## src/rtl/fwd_pkg.sv

```systemverilog
// Shared types and constants for the forwarding / hazard unit.
// Stage tags are sized for the widest supported config; narrower ones zero-extend.
package fwd_pkg;

    localparam int AW_MAX   = 8;
    localparam int NSRC_MAX = 4;

    localparam logic [1:0] FWD_RF  = 2'b00;
    localparam logic [1:0] FWD_MEM = 2'b01;
    localparam logic [1:0] FWD_WB  = 2'b10;

    typedef logic [AW_MAX-1:0] reg_addr_t;

    typedef struct packed {
        logic                       valid;
        logic                       we;
        logic                       load;
        reg_addr_t                  rd;
        reg_addr_t [NSRC_MAX-1:0]   rs;
        logic      [NSRC_MAX-1:0]   rs_used;
    } stage_tag_t;

    localparam stage_tag_t TAG_BUBBLE = '0;

    // Register 0 is hardwired, so it never produces a forwardable value.
    function automatic logic tag_match(input stage_tag_t t, input reg_addr_t r);
        return t.valid && t.we && (t.rd == r) && (r != '0);
    endfunction

endpackage

```

## src/rtl/fwd_sel.sv

```systemverilog
// Single-source operand select: MEM result wins over WB, else register file.
module fwd_sel
    import fwd_pkg::*;
(
    input  logic       en,
    input  reg_addr_t  addr,
    input  stage_tag_t mem_tag,
    input  stage_tag_t wb_tag,
    output logic [1:0] sel
);

    always_comb begin
        sel = FWD_RF;
        if (en) begin
            if (tag_match(mem_tag, addr)) begin
                sel = FWD_MEM;
            end else if (tag_match(wb_tag, addr)) begin
                sel = FWD_WB;
            end
        end
    end

endmodule

```

## src/rtl/fwd_hazard_unit.sv

```systemverilog
// Operand forwarding and load-use / branch hazard detection for a 5-stage pipe.
// Tracks EX/MEM/WB destination tags and derives stall and mux selects.
module fwd_hazard_unit
    import fwd_pkg::*;
#(
    parameter int AW    = 3,
    parameter int NSRC  = 2,
    parameter int BR_ID = 1
) (
    input  logic              clk,
    input  logic              reset,
    input  logic              id_valid,
    input  logic [NSRC*AW-1:0] id_rs,
    input  logic [NSRC-1:0]   id_rs_used,
    input  logic [AW-1:0]     id_rd,
    input  logic              id_we,
    input  logic              id_load,
    input  logic              id_branch,
    input  logic              flush,
    output logic              stall,
    output logic [NSRC*2-1:0] ex_fwd,
    output logic [NSRC*2-1:0] id_fwd,
    output logic [15:0]       stall_count
);

    stage_tag_t ex_q;
    stage_tag_t mem_q;
    stage_tag_t wb_q;
    stage_tag_t id_tag;

    logic load_use;
    logic br_stall;

    always_comb begin
        id_tag         = TAG_BUBBLE;
        id_tag.valid   = id_valid;
        id_tag.we      = id_we;
        id_tag.load    = id_load;
        id_tag.rd      = reg_addr_t'(id_rd);
        for (int i = 0; i < NSRC; i++) begin
            id_tag.rs[i]      = reg_addr_t'(id_rs[i*AW +: AW]);
            id_tag.rs_used[i] = id_rs_used[i];
        end
    end

    always_comb begin
        load_use = 1'b0;
        br_stall = 1'b0;
        for (int i = 0; i < NSRC; i++) begin
            if (id_valid && id_rs_used[i]) begin
                if (tag_match(ex_q, id_tag.rs[i]) && ex_q.load) begin
                    load_use = 1'b1;
                end
                // A branch compares in ID, so even an ALU result in EX is too late.
                if (BR_ID != 0 && id_branch) begin
                    if (tag_match(ex_q, id_tag.rs[i]) ||
                        (tag_match(mem_q, id_tag.rs[i]) && mem_q.load)) begin
                        br_stall = 1'b1;
                    end
                end
            end
        end
    end

    assign stall = load_use | br_stall;

    always_ff @(posedge clk) begin
        if (reset) begin
            ex_q        <= TAG_BUBBLE;
            mem_q       <= TAG_BUBBLE;
            wb_q        <= TAG_BUBBLE;
            stall_count <= '0;
        end else begin
            wb_q  <= mem_q;
            mem_q <= ex_q;
            if (id_valid && !stall && !flush) begin
                ex_q <= id_tag;
            end else begin
                ex_q <= TAG_BUBBLE;
            end
            if (stall && stall_count != 16'hFFFF) begin
                stall_count <= stall_count + 16'd1;
            end
        end
    end

    for (genvar g = 0; g < NSRC; g++) begin : g_src
        fwd_sel u_ex_sel (
            .en      (ex_q.valid & ex_q.rs_used[g]),
            .addr    (ex_q.rs[g]),
            .mem_tag (mem_q),
            .wb_tag  (wb_q),
            .sel     (ex_fwd[g*2 +: 2])
        );

        if (BR_ID != 0) begin : g_id
            fwd_sel u_id_sel (
                .en      (id_valid & id_branch & id_rs_used[g]),
                .addr    (id_tag.rs[g]),
                .mem_tag (mem_q),
                .wb_tag  (wb_q),
                .sel     (id_fwd[g*2 +: 2])
            );
        end else begin : g_no_id
            assign id_fwd[g*2 +: 2] = FWD_RF;
        end
    end

endmodule

```

## config.mk

```make
export PLATFORM = sky130hd
export DESIGN_NAME = fwd_hazard_unit
export DESIGN_NICKNAME = d
export VERILOG_FILES = /design/src/rtl/fwd_pkg.sv /design/src/rtl/fwd_sel.sv /design/src/rtl/fwd_hazard_unit.sv
export SDC_FILE = /design/constraint.sdc
export NUM_CORES = 1
export LEC_CHECK = 0
export ABC_AREA = 1
export ABC_CLOCK_PERIOD_IN_PS = 2900
export CAP_MARGIN = 20
export CORE_MARGIN = 3
export CORE_UTILIZATION = 40
export CTS_CLUSTER_SIZE = 20
export DETAILED_ROUTE_END_ITERATION = 8
export SLEW_MARGIN = 20
export SYNTH_ARGS = -nofsm -noshare
export SYNTH_HDL_FRONTEND = slang
export SYNTH_SLANG_ARGS = --single-unit
```

## constraint.sdc

```tcl
create_clock -name clk -period 2.9 [get_ports clk]
set_input_delay 0.87 -clock clk [delete_from_list [all_inputs] [get_ports clk]]
set_output_delay 0.87 -clock clk [all_outputs]
set_load 0.005 [all_outputs]
```

==> summary.md <==
| Metric | Value |
|---|---|
| Critical R2R Launch | mem_q[36]$_SDFF_PP0_ |
| Sw Pwr | 270 uW |
| Largest family of logic cells by synthesized area | simple AND/OR/NAND/NOR gates |
| Layout area overhead | 30.3% |
| H-Tree Depth | 2 |
| WL final | 5.76 mm |
| Status | complete, no violations |
| CP Data Required Time | 2030 ps |
| Worst VDD drop | 0.214 mV |
| Number of global-route vias before repair | 2,073 |
| # setup viols final | 0 |
| CTS Root Cell | clkbuf_8 |
| Crit-path max FO | 3 |
| Setup TNS | 0 ps |
| Gpl congestion | 0.928 |
| Slew @ Worst Pin | 482 ps |
| Reg2Reg Setup Slack | 900 ps |
| CTS sink cnt | 41 |
| Fmax | 0.352 GHz |
| Crit start category | input port |
| Post-synthesis adder-cell area fraction | 0.551% |
| Number of max-cap violations | 0 |
| Setup Skew | 9.66 ps |
| Hold Path End | wb_q[46]$_SDFF_PP0_ |
| Clock power share | 36.8% |
| Clk slew on worst S/H paths | 80 ps |
| Mux cell area share after synthesis | 0% |
| Post-layout minimum cycle time | 2840 ps |
| Slew margin rel. | 67.6% |
| Die height | 81.3 um |
| Synth Area in Simple Gates | 41.0% |
| Synth unique cells | 26 |
| Switching share of power | 25.1% |
| First-pass GRT wire length | 9.38 mm |
| Antenna violations before repair | 0 |
| Detailed Routing Iterations Pass 1 | 4 |
| Max Slew Vio Count | 0 |
| Power Dens Cells | 364 nW/um^2 |
| Layout cells sized above 1 | 15.5% |
| Register area share after synthesis | 36.2% |
| Standby leakage power | 1.38 nW |
| Die span in x | 81.3 um |
| Clock Latency Late Sink | 300 ps |
| Commonest cells after routing, fill and taps aside | nand2_1 (85), nor2_1 (68), inv_1 (62) |
| Remaining antenna violation count after routing | 0 |
| CP endpoint kind | output port |
| I/O pins | 43 |
| Fillers | 532 |
| Post-DP HPWL | 4.29 mm |
| CTS tree | done |
| Type of the worst setup path | in2out |
| Final #Nets | 433 |
| Cell internal pwr | 805 uW |
| WL/cell | 11.9 um |
| Synth Warn # | 0 |
| FF+latch count, synth | 41 |
| TritonCTS Buffers | 5 |
| Port-buffer cells | 42 |
| Worst min path class | reg2reg |
| Hold Fails Final Rpt | 0 |
| WP data arrival | 1970 ps |
| Tcrit/Tclk final | 98.0% |
| Seq pwr share | 53.8% |
| Syn Inst Count | 358 |
| # DRC | 0 |
| Tot Pwr | 1.07 mW |
| Starting Density | 42.8% |
| Vias | 2,237 |
| Row count | 26 |
| GRT Overall Usage | 18.4% |
| Hold path depth | 2 |
| Compound-Gate Fraction of Synth Area | 3.80% |
| R2R Path End | stall_count[11]$_SDFFE_PP0P_ |
| Synthesized cell area | 2270 um^2 |
| Number of diodes | 0 |
| Pin count of the biggest net entering global routing | 26 |
| Vias per Instance | 4.62 |
| Syn_nets | 377 |
| RSZ-0062 raised after global routing | true |
| Initial DRC count | 96 |
| Core area | 5300 um^2 |
| R2R depth | 12 |
| Mapped Avg Cell Area | 6.34 um^2 |
| Most common cell after layout, fill and taps aside | nand2_1 |
| GR Overflow Total | 0 |
| Comb pwr share | 9.4% |
| Die footprint | 6610 um^2 |
| XOR/XNOR Fraction of Synth Area | 4.24% |
| Clock Path Buffers | 2 |
| HP Start | mem_q[46]$_SDFF_PP0_ |
-- metrics by stage --
stage	hold WS, ps	std cells	worst slack, ps	utilization (%)	area (um^2)
after floorplan	403	358	343	-	2270
after global placement	416	476	-590	53.4	2830
after detailed placement	422	476	-634	53.4	2830
after CTS	431	484	-149	55.6	2950
after global routing	456	484	-10.6	55.8	2960
final	427	484	58.8	55.8	2960
-- power by group through the flow --
stage          logic [mW]  clock network, mW  registers [mW]
2_1_floorplan      0.0457                  0           0.588
3_3_place_gp       0.0976                  0           0.591
3_5_place_dp       0.0978                  0           0.591
4_1_cts            0.0995              0.404           0.578
5_1_grt             0.113              0.429           0.579
6_report            0.101              0.396           0.578
-- worst max path at each step --
| stage | startpoint | to | slack, ps | cells past startpoint |
|---|---|---|---|---|
| 2_1_floorplan | id_rs[3] | stall | 340 | 7 |
| 3_3_place_gp | id_rs[3] | stall | -590 | 10 |
| 3_5_place_dp | id_rs[3] | stall | -630 | 10 |
| 4_1_cts | id_rs_used[0] | stall | -150 | 8 |
| 5_1_grt | id_rs[0] | stall | -10 | 10 |
| 6_report | id_rs[0] | id_fwd[0] | 60 | 8 |
-- Yosys cell counts (all sizes together) --
cell      n  area share, %
nor2     77             13
dfxtp    41             36
buf       7            2.5
nor3      8            1.8
xnor2     5            1.9
o211ai    2           0.66
a21oi     8            1.8
o22ai     2           0.55
nor4      3           0.83
nor3b     1           0.33
ha        1           0.55
xor2      6            2.3
o2111ai   1           0.39
nand4    12            3.3
nand3    23            6.4
o21ai     2           0.44
clkbuf    3           0.50
inv      68             11
nand2    88             15
-- layer usage --
metal	routed length [um]	global-route usage, %
met1	3010	26.2
met2	2390	27.3
met3	288	4.43
met4	65	5.41
met5	0	0
-- critical path, stage by stage --
cell and delay [ps]:
dlygate4sd2_1 260, buf_4 150, nand2_1 60, nand2_1 60, nor2_2 140, nand3_2 100, nor2_1 110, clkdlybuf4s15_2 220
-- repair_timing --
item                                    4_1_cts  5_1_grt
pin swaps                                     5        4
hold buffers                                  0        0
endpoints found under the setup margin        5        7
gates resized for setup                      35       16
buffers inserted                              1        0
-- cell families (layout without fill, tap and decap cells) --
| logic type | Yosys count | count (layout) |
|---|---|---|
| flip-flops | 41 | 41 |
| buffers and inverters | 78 | 134 |
| AND/OR/NAND/NOR | 212 | 212 |
| AO/OA/AOI/OAI | 15 | 15 |
| adder cells (fa/ha/maj) | 1 | 1 |
| XOR/XNOR | 11 | 11 |
-- state kept, by name (all words and copies together), names as in the netlist --
register     flops
mem_q            6
wb_q             5
stall_count     16
ex_q            14
-- final cells by class --
type                       count  area [um^2]  area share [%]
tap                           70         87.6            2.96
clock inverter                 1         7.51           0.254
sequential                    41          822            27.8
multi-input combinational    239         1180            40.1
inverter                      68          255            8.63
timing repair buffer          59          517            17.5
clock buffer                   6         82.6            2.79
Note: power is estimated with default switching activity, not from simulation.
